$ cat src/rtl/surf_dout_packer_pkg.sv
// Shared SURF definitions: packer FSM states and the trailer word layout.
// The trailer is {tag[7:0], trunc, event_num[10:0], byte_count[11:0]}.
package surf_dout_packer_pkg;

  typedef enum logic {
    PACK    = 1'b0,
    TRAILER = 1'b1
  } pk_state_e;

  localparam int TRL_TAG_W     = 8;
  localparam int TRL_TRUNC_W   = 1;
  localparam int TRL_EVNUM_W   = 11;
  localparam int TRL_CNT_W     = 12;

  localparam int TRL_CNT_LSB   = 0;
  localparam int TRL_EVNUM_LSB = TRL_CNT_LSB + TRL_CNT_W;
  localparam int TRL_TRUNC_LSB = TRL_EVNUM_LSB + TRL_EVNUM_W;
  localparam int TRL_TAG_LSB   = TRL_TRUNC_LSB + TRL_TRUNC_W;

  function automatic logic [31:0] mk_trailer(
    input logic [TRL_TAG_W-1:0]   tag,
    input logic                   trunc,
    input logic [TRL_EVNUM_W-1:0] evnum,
    input logic [TRL_CNT_W-1:0]   cnt
  );
    logic [31:0] t;
    t = '0;
    t[TRL_TAG_LSB   +: TRL_TAG_W]   = tag;
    t[TRL_TRUNC_LSB +: TRL_TRUNC_W] = trunc;
    t[TRL_EVNUM_LSB +: TRL_EVNUM_W] = evnum;
    t[TRL_CNT_LSB   +: TRL_CNT_W]   = cnt;
    return t;
  endfunction

endpackage

$ cat src/rtl/surf_dout_packer.sv
// Packs a SURF DOUT byte stream little-endian into 32-bit words, closing each frame with a trailer.
// One cycle byte-to-word latency; a full output register stalls s_dout_tready until m_ev accepts it.
module surf_dout_packer
  import surf_dout_packer_pkg::*;
#(
  parameter logic [7:0] TRAILER_TAG = 8'hA5,
  parameter int         MAX_BYTES   = 4095
) (
  input  logic        aclk,
  input  logic        aresetn,
  input  logic [7:0]  s_dout_tdata,
  input  logic        s_dout_tvalid,
  output logic        s_dout_tready,
  input  logic        s_dout_tlast,
  output logic [31:0] m_ev_tdata,
  output logic        m_ev_tvalid,
  input  logic        m_ev_tready,
  output logic        m_ev_tlast,
  output logic [10:0] event_num_o,
  output logic        trunc_o
);

  localparam logic [11:0] MAX_CNT = 12'(MAX_BYTES);

  pk_state_e   state_q, state_d;
  logic [31:0] acc_q, acc_d;
  logic [1:0]  lane_q, lane_d;
  logic [11:0] cnt_q, cnt_d;
  logic        trunc_q, trunc_d;
  logic [10:0] ev_q, ev_d;
  logic [31:0] mdat_q, mdat_d;
  logic        mvld_q, mvld_d;
  logic        mlast_q, mlast_d;
  logic        trunc_pls_q, trunc_pls_d;
  logic [1:0]  warm_q, warm_d;

  logic        out_free;
  logic        s_hs;
  logic [31:0] word_w;

  // Input is held off until the second edge after reset release.
  assign out_free      = !mvld_q || m_ev_tready;
  assign s_dout_tready = warm_q[1] && (state_q == PACK) && out_free;
  assign s_hs          = s_dout_tvalid && s_dout_tready;

  always_comb begin
    state_d     = state_q;
    acc_d       = acc_q;
    lane_d      = lane_q;
    cnt_d       = cnt_q;
    trunc_d     = trunc_q;
    ev_d        = ev_q;
    mdat_d      = mdat_q;
    mvld_d      = mvld_q;
    mlast_d     = mlast_q;
    trunc_pls_d = 1'b0;
    warm_d      = {warm_q[0], 1'b1};
    word_w      = acc_q | ({24'd0, s_dout_tdata} << {lane_q, 3'b000});

    if (m_ev_tready) begin
      mvld_d  = 1'b0;
      mlast_d = 1'b0;
    end

    case (state_q)
      PACK: begin
        if (s_hs) begin
          if (cnt_q != MAX_CNT) begin
            cnt_d = cnt_q + 12'd1;
            if (lane_q == 2'd3 || s_dout_tlast) begin
              mdat_d  = word_w;
              mvld_d  = 1'b1;
              mlast_d = 1'b0;
              acc_d   = '0;
              lane_d  = 2'd0;
            end else begin
              acc_d  = word_w;
              lane_d = lane_q + 2'd1;
            end
          end else begin
            // Over-limit byte: dropped, but a tlast here still flushes the partial word.
            trunc_d     = 1'b1;
            trunc_pls_d = !trunc_q;
            if (s_dout_tlast && lane_q != 2'd0) begin
              mdat_d  = acc_q;
              mvld_d  = 1'b1;
              mlast_d = 1'b0;
              acc_d   = '0;
              lane_d  = 2'd0;
            end
          end
          if (s_dout_tlast) begin
            state_d = TRAILER;
          end
        end
      end
      TRAILER: begin
        if (mvld_q && mlast_q) begin
          if (m_ev_tready) begin
            state_d = PACK;
            cnt_d   = '0;
            trunc_d = 1'b0;
            ev_d    = ev_q + 11'd1;
          end
        end else if (out_free) begin
          mdat_d  = mk_trailer(TRAILER_TAG, trunc_q, ev_q, cnt_q);
          mvld_d  = 1'b1;
          mlast_d = 1'b1;
        end
      end
      default: state_d = PACK;
    endcase
  end

  always_ff @(posedge aclk or negedge aresetn) begin
    if (!aresetn) begin
      state_q     <= PACK;
      acc_q       <= '0;
      lane_q      <= '0;
      cnt_q       <= '0;
      trunc_q     <= 1'b0;
      ev_q        <= '0;
      mdat_q      <= '0;
      mvld_q      <= 1'b0;
      mlast_q     <= 1'b0;
      trunc_pls_q <= 1'b0;
      warm_q      <= '0;
    end else begin
      state_q     <= state_d;
      acc_q       <= acc_d;
      lane_q      <= lane_d;
      cnt_q       <= cnt_d;
      trunc_q     <= trunc_d;
      ev_q        <= ev_d;
      mdat_q      <= mdat_d;
      mvld_q      <= mvld_d;
      mlast_q     <= mlast_d;
      trunc_pls_q <= trunc_pls_d;
      warm_q      <= warm_d;
    end
  end

  assign m_ev_tdata  = mdat_q;
  assign m_ev_tvalid = mvld_q;
  assign m_ev_tlast  = mlast_q;
  assign event_num_o = ev_q;
  assign trunc_o     = trunc_pls_q;

endmodule

$ cat config.mk
export PLATFORM = sky130hd
export DESIGN_NAME = surf_dout_packer
export DESIGN_NICKNAME = d
export VERILOG_FILES = /design/src/rtl/surf_dout_packer_pkg.sv /design/src/rtl/surf_dout_packer.sv
export SDC_FILE = /design/constraint.sdc
export NUM_CORES = 1
export LEC_CHECK = 0
export ABC_AREA = 0
export BUFFER_PORTS_ARGS = -buffer_cell sky130_fd_sc_hd__buf_2
export CAP_MARGIN = 20
export CORE_MARGIN = 3
export CORE_UTILIZATION = 60
export DETAILED_ROUTE_END_ITERATION = 8
export PLACE_DENSITY_LB_ADDON = 0.15
export SYNTH_ARGS = -nofsm -noshare
export SYNTH_HDL_FRONTEND = slang
export SYNTH_SLANG_ARGS = --single-unit
$ cat constraint.sdc
create_clock -name aclk -period 3.95 [get_ports aclk]
set_input_delay 0.1975 -clock aclk [delete_from_list [all_inputs] [get_ports aclk]]
set_output_delay 0.1975 -clock aclk [all_outputs]
set_load 0.01 [all_outputs]
==> impl_metrics.json <==
{
  "outcome": "finished, final reports clean",
  "fin_nets": 491,
  "grt_max_degree": 65,
  "rows": 30,
  "hold_buffers": 1,
  "die_h_um": 92.53,
  "min_from": "m_ev_tready",
  "synthMuxAreaShare_pct": 14.09,
  "fin_area_um2": 5074,
  "avgViaCountPerCell": 5.990,
  "r2r-start": "cnt_q[0]$_DFFE_PN0P_",
  "pwr-share-comb_pct": 37.8,
  "ir_worst_vdd_mv": 0.4876,
  "ant_nets": 0,
  "leakagePower_nw": 2.478,
  "reg2reg_slack_ns": 1.07,
  "coreArea_um2": 7019,
  "n_antenna_cell": 0,
  "antenna_found_initial": 0,
  "reg2reg_depth": 6,
  "portBuffers": 59,
  "dp_cells": 558,
  "synth-compound-area-share_pct": 11.39,
  "cts.repair.resized": 0,
  "cts_tree": "built",
  "synth_xor_area_share_pct": 3.120,
  "nFillCells": 531,
  "hold_viol_final": 0,
  "cp_max_fo": 28,
  "hold_slack_ns": 0.1573,
  "startpoint_type": "flip-flop",
  "die_x_um": 92.53,
  "vias": 3438,
  "setup_viol": 0,
  "grt_overflow": 0,
  "worstPathRequired_ns": 4.21,
  "place_congestion": 0.8597,
  "power_density_nw_per_um2": 685.9,
  "r2r-end": "m_ev_tdata[7]$_DFFE_PN0P_",
  "setup_ws_ns": 1.071,
  "critPathKind": "flip-flop to flip-flop",
  "syn-cell-area_um2": 4492,
  "synthSimpleGateAreaFrac_pct": 14.18,
  "clkSinkCount": 96,
  "grt_pass1_vias": 3478,
  "rsz0062_at_grt": "false",
  "p_clk_share_pct": 18.2,
  "synthCells": 414,
  "ys_seq_area_share_pct": 53.48,
  "drt_wl_total_um": 10650,
  "dp_slack_ns": 1.058,
  "yosys_warnings": 0,
  "start_util_pct": 63.99,
  "final_core_util_pct": 72.28,
  "tightest_slew_ns": 1.113,
  "cts_max_path_buffers": 2,
  "holdPathStages": 4,
  "regArea_um2": 2404,
  "grt_util_all_layers_pct": 26.86,
  "power.share.sequential_pct": 44.0,
  "worst_hold_path.endpoint": "m_ev_tlast$_DFF_PN0_",
  "grt_pass1_wl_um": 17800,
  "synth_top_family_by_area": "simple AND/OR/NAND/NOR gates",
  "synth_cell_types": 41,
  "fin_skew_ns": 0.007681,
  "clock.fmax_mhz": 347.3,
  "power_mw": 3.480,
  "clk_pin_slew_worst_paths_ns": 0.09,
  "clk_latency_ns": 0.37,
  "io_pins": 60,
  "dp_hpwl_um": 7511,
  "switching_share_pct": 37.11,
  "dieArea_um2": 8561,
  "layout-drive-gt1-share_pct": 23.01,
  "dr.pass1.iters": 4,
  "crit_arrival_ns": 3.14,
  "multi_input_area_um2": 1976,
  "synth_fp_nets": 431,
  "maxCapViolations": 0,
  "postCtsSetupRepairBufs": 0,
  "drt-initial-drc-count": 240,
  "finalSetupTns_ns": 0,
  "synth_area_per_cell_um2": 10.85,
  "cts_made_buffers": 9,
  "drc_errors": 0,
  "place_area_um2": 4876,
  "finalCritPeriodShare_pct": 72.89,
  "synth-seq-cells": 96,
  "cts_root_buf": "clkbuf_8",
  "synth_adder_area_share_pct": 1.114,
  "stdcell_count": 574,
  "p_int_mw": 2.188,
  "cts_max_level": 3,
  "worstHoldPathType": "input port to flip-flop",
  "finalMaxSlewViolations": 0,
  "relSlewSlack_pct": 25.14,
  "power.switching_mw": 1.291,
  "end_kind": "flip-flop",
  "wl_per_cell_um": 18.55,
  "syn_to_final_growth_pct": 12.95,
  "period_needed_ns": 2.879
}
[worst max-delay path by stage]
stage | from | to | slack (ns)
after floorplan | cnt_q[0]$_DFFE_PN0P_ | m_ev_tdata[11]$_DFFE_PN0P_ | 1.58
after global placement | cnt_q[0]$_DFFE_PN0P_ | m_ev_tdata[5]$_DFFE_PN0P_ | 1.21
after detailed placement | cnt_q[0]$_DFFE_PN0P_ | m_ev_tdata[0]$_DFFE_PN0P_ | 1.06
after CTS | cnt_q[0]$_DFFE_PN0P_ | m_ev_tdata[3]$_DFFE_PN0P_ | 1.06
after global routing | cnt_q[0]$_DFFE_PN0P_ | m_ev_tdata[4]$_DFFE_PN0P_ | 0.90
final | cnt_q[0]$_DFFE_PN0P_ | m_ev_tdata[7]$_DFFE_PN0P_ | 1.07
[sequential cells by signal, indices dropped and copies added, names as in the netlist]
signal       flops
cnt_q           12
acc_q           32
event_num_o     11
state_q          1
m_ev_tlast       1
m_ev_tdata      32
lane_q           2
trunc_q          1
warm_q           2
trunc_o          1
m_ev_tvalid      1
[layer usage]
metal	routed length [um]	up-vias	global-route usage (%)
met4	226	0	10.15
met5	0	-	0
met3	621	18	5.930
met2	5110	112	43.32
met1	4689	1724	35.67
li1	-	1584	-
[logic make-up (layout without fill, tap and decap cells)]
logic type               after synthesis  in the layout
AO/OA/AOI/OAI                         87             87
other                                  1              1
flip-flops                            96             96
multiplexers                          53             53
adder cells (fa/ha/maj)                4              4
buffers and inverters                 26             90
XOR/XNOR                              16             16
AND/OR/NAND/NOR                      131            131
[Yosys cell counts]
| master | n | area [um^2] |
|---|---|---|
| a2111oi_4 | 1 | 27.53 |
| a211oi_1 | 4 | 30.03 |
| a211oi_4 | 1 | 20.02 |
| a21oi_1 | 37 | 185.2 |
| a221o_1 | 1 | 10.01 |
| a22o_1 | 1 | 8.760 |
| a22oi_1 | 2 | 15.01 |
| a31o_2 | 1 | 8.760 |
| a31oi_1 | 1 | 6.260 |
| and2_1 | 3 | 18.77 |
| and3_1 | 6 | 37.54 |
| and4_1 | 2 | 17.52 |
| buf_1 | 2 | 7.510 |
| buf_2 | 1 | 5.000 |
| buf_6 | 2 | 22.52 |
| clkbuf_1 | 12 | 45.04 |
| conb_1 | 1 | 3.750 |
| dfrtp_1 | 96 | 2402 |
| ha_1 | 4 | 50.05 |
| inv_1 | 9 | 33.78 |
| mux2_1 | 2 | 22.52 |
| mux2_2 | 8 | 90.09 |
| mux2_4 | 18 | 270.3 |
| mux2i_1 | 25 | 250.2 |
| nand2_1 | 21 | 78.83 |
| nand2b_1 | 9 | 56.30 |
| nand3_1 | 11 | 55.05 |
| nand4_1 | 10 | 62.56 |
| nor2_1 | 49 | 183.9 |
| nor2_4 | 1 | 11.26 |
| nor2b_1 | 2 | 12.51 |
| nor3_1 | 8 | 40.04 |
| nor4_1 | 7 | 43.79 |
| nor4_2 | 1 | 12.51 |
| o21ai_0 | 32 | 160.2 |
| o21bai_1 | 1 | 7.510 |
| o22ai_1 | 4 | 25.02 |
| o31ai_1 | 1 | 7.510 |
| or3_1 | 1 | 6.260 |
| xnor2_1 | 13 | 113.9 |
| xor2_1 | 3 | 26.28 |
[power groups by stage]
stage	registers, mW	logic [mW]	clock network, mW
after floorplan	1.53	0.905	0
after global placement	1.52	1.27	0
after detailed placement	1.54	1.32	0
after CTS	1.53	1.32	0.641
after global routing	1.57	1.44	0.686
final	1.53	1.32	0.633
[critical path, cell delays in order (launching register included)]
cell       delay, ns
dfrtp_1         0.44
ha_1            0.22
nand4_1         0.24
a2111oi_4       0.58
a211oi_4        0.08
nor2_4          0.77
mux2_2          0.41
[area by class of cell]
cell class	count	share of cell area (%)
Sequential cell	96	47.37
Multi-Input combinational cell	292	38.94
Timing Repair Buffer	66	6.954
Clock buffer	12	2.861
Tap cell	96	2.367
Clock inverter	3	0.8385
Inverter	9	0.6658
[cells in the final DEF, fill, tap and decap left out, types with 2 or more instances in the layout]
cell       n
dfrtp_1   95
buf_2     58
nor2_1    49
a21oi_1   37
o21ai_0   32
mux2i_1   25
nand2_1   21
mux2_4    18
xnor2_1   13
nand3_1   11
nand4_1   10
clkbuf_8  10
inv_1      9
nand2b_1   9
nor3_1     8
mux2_2     8
nor4_1     7
buf_4      7
and3_1     6
a211oi_1   4
o22ai_1    4
ha_1       4
and2_1     3
xor2_1     3
nor2b_1    2
and4_1     2
a22oi_1    2
mux2_1     2
clkbuf_1   2
No activity file was read; power rests on OpenSTA's default activity.
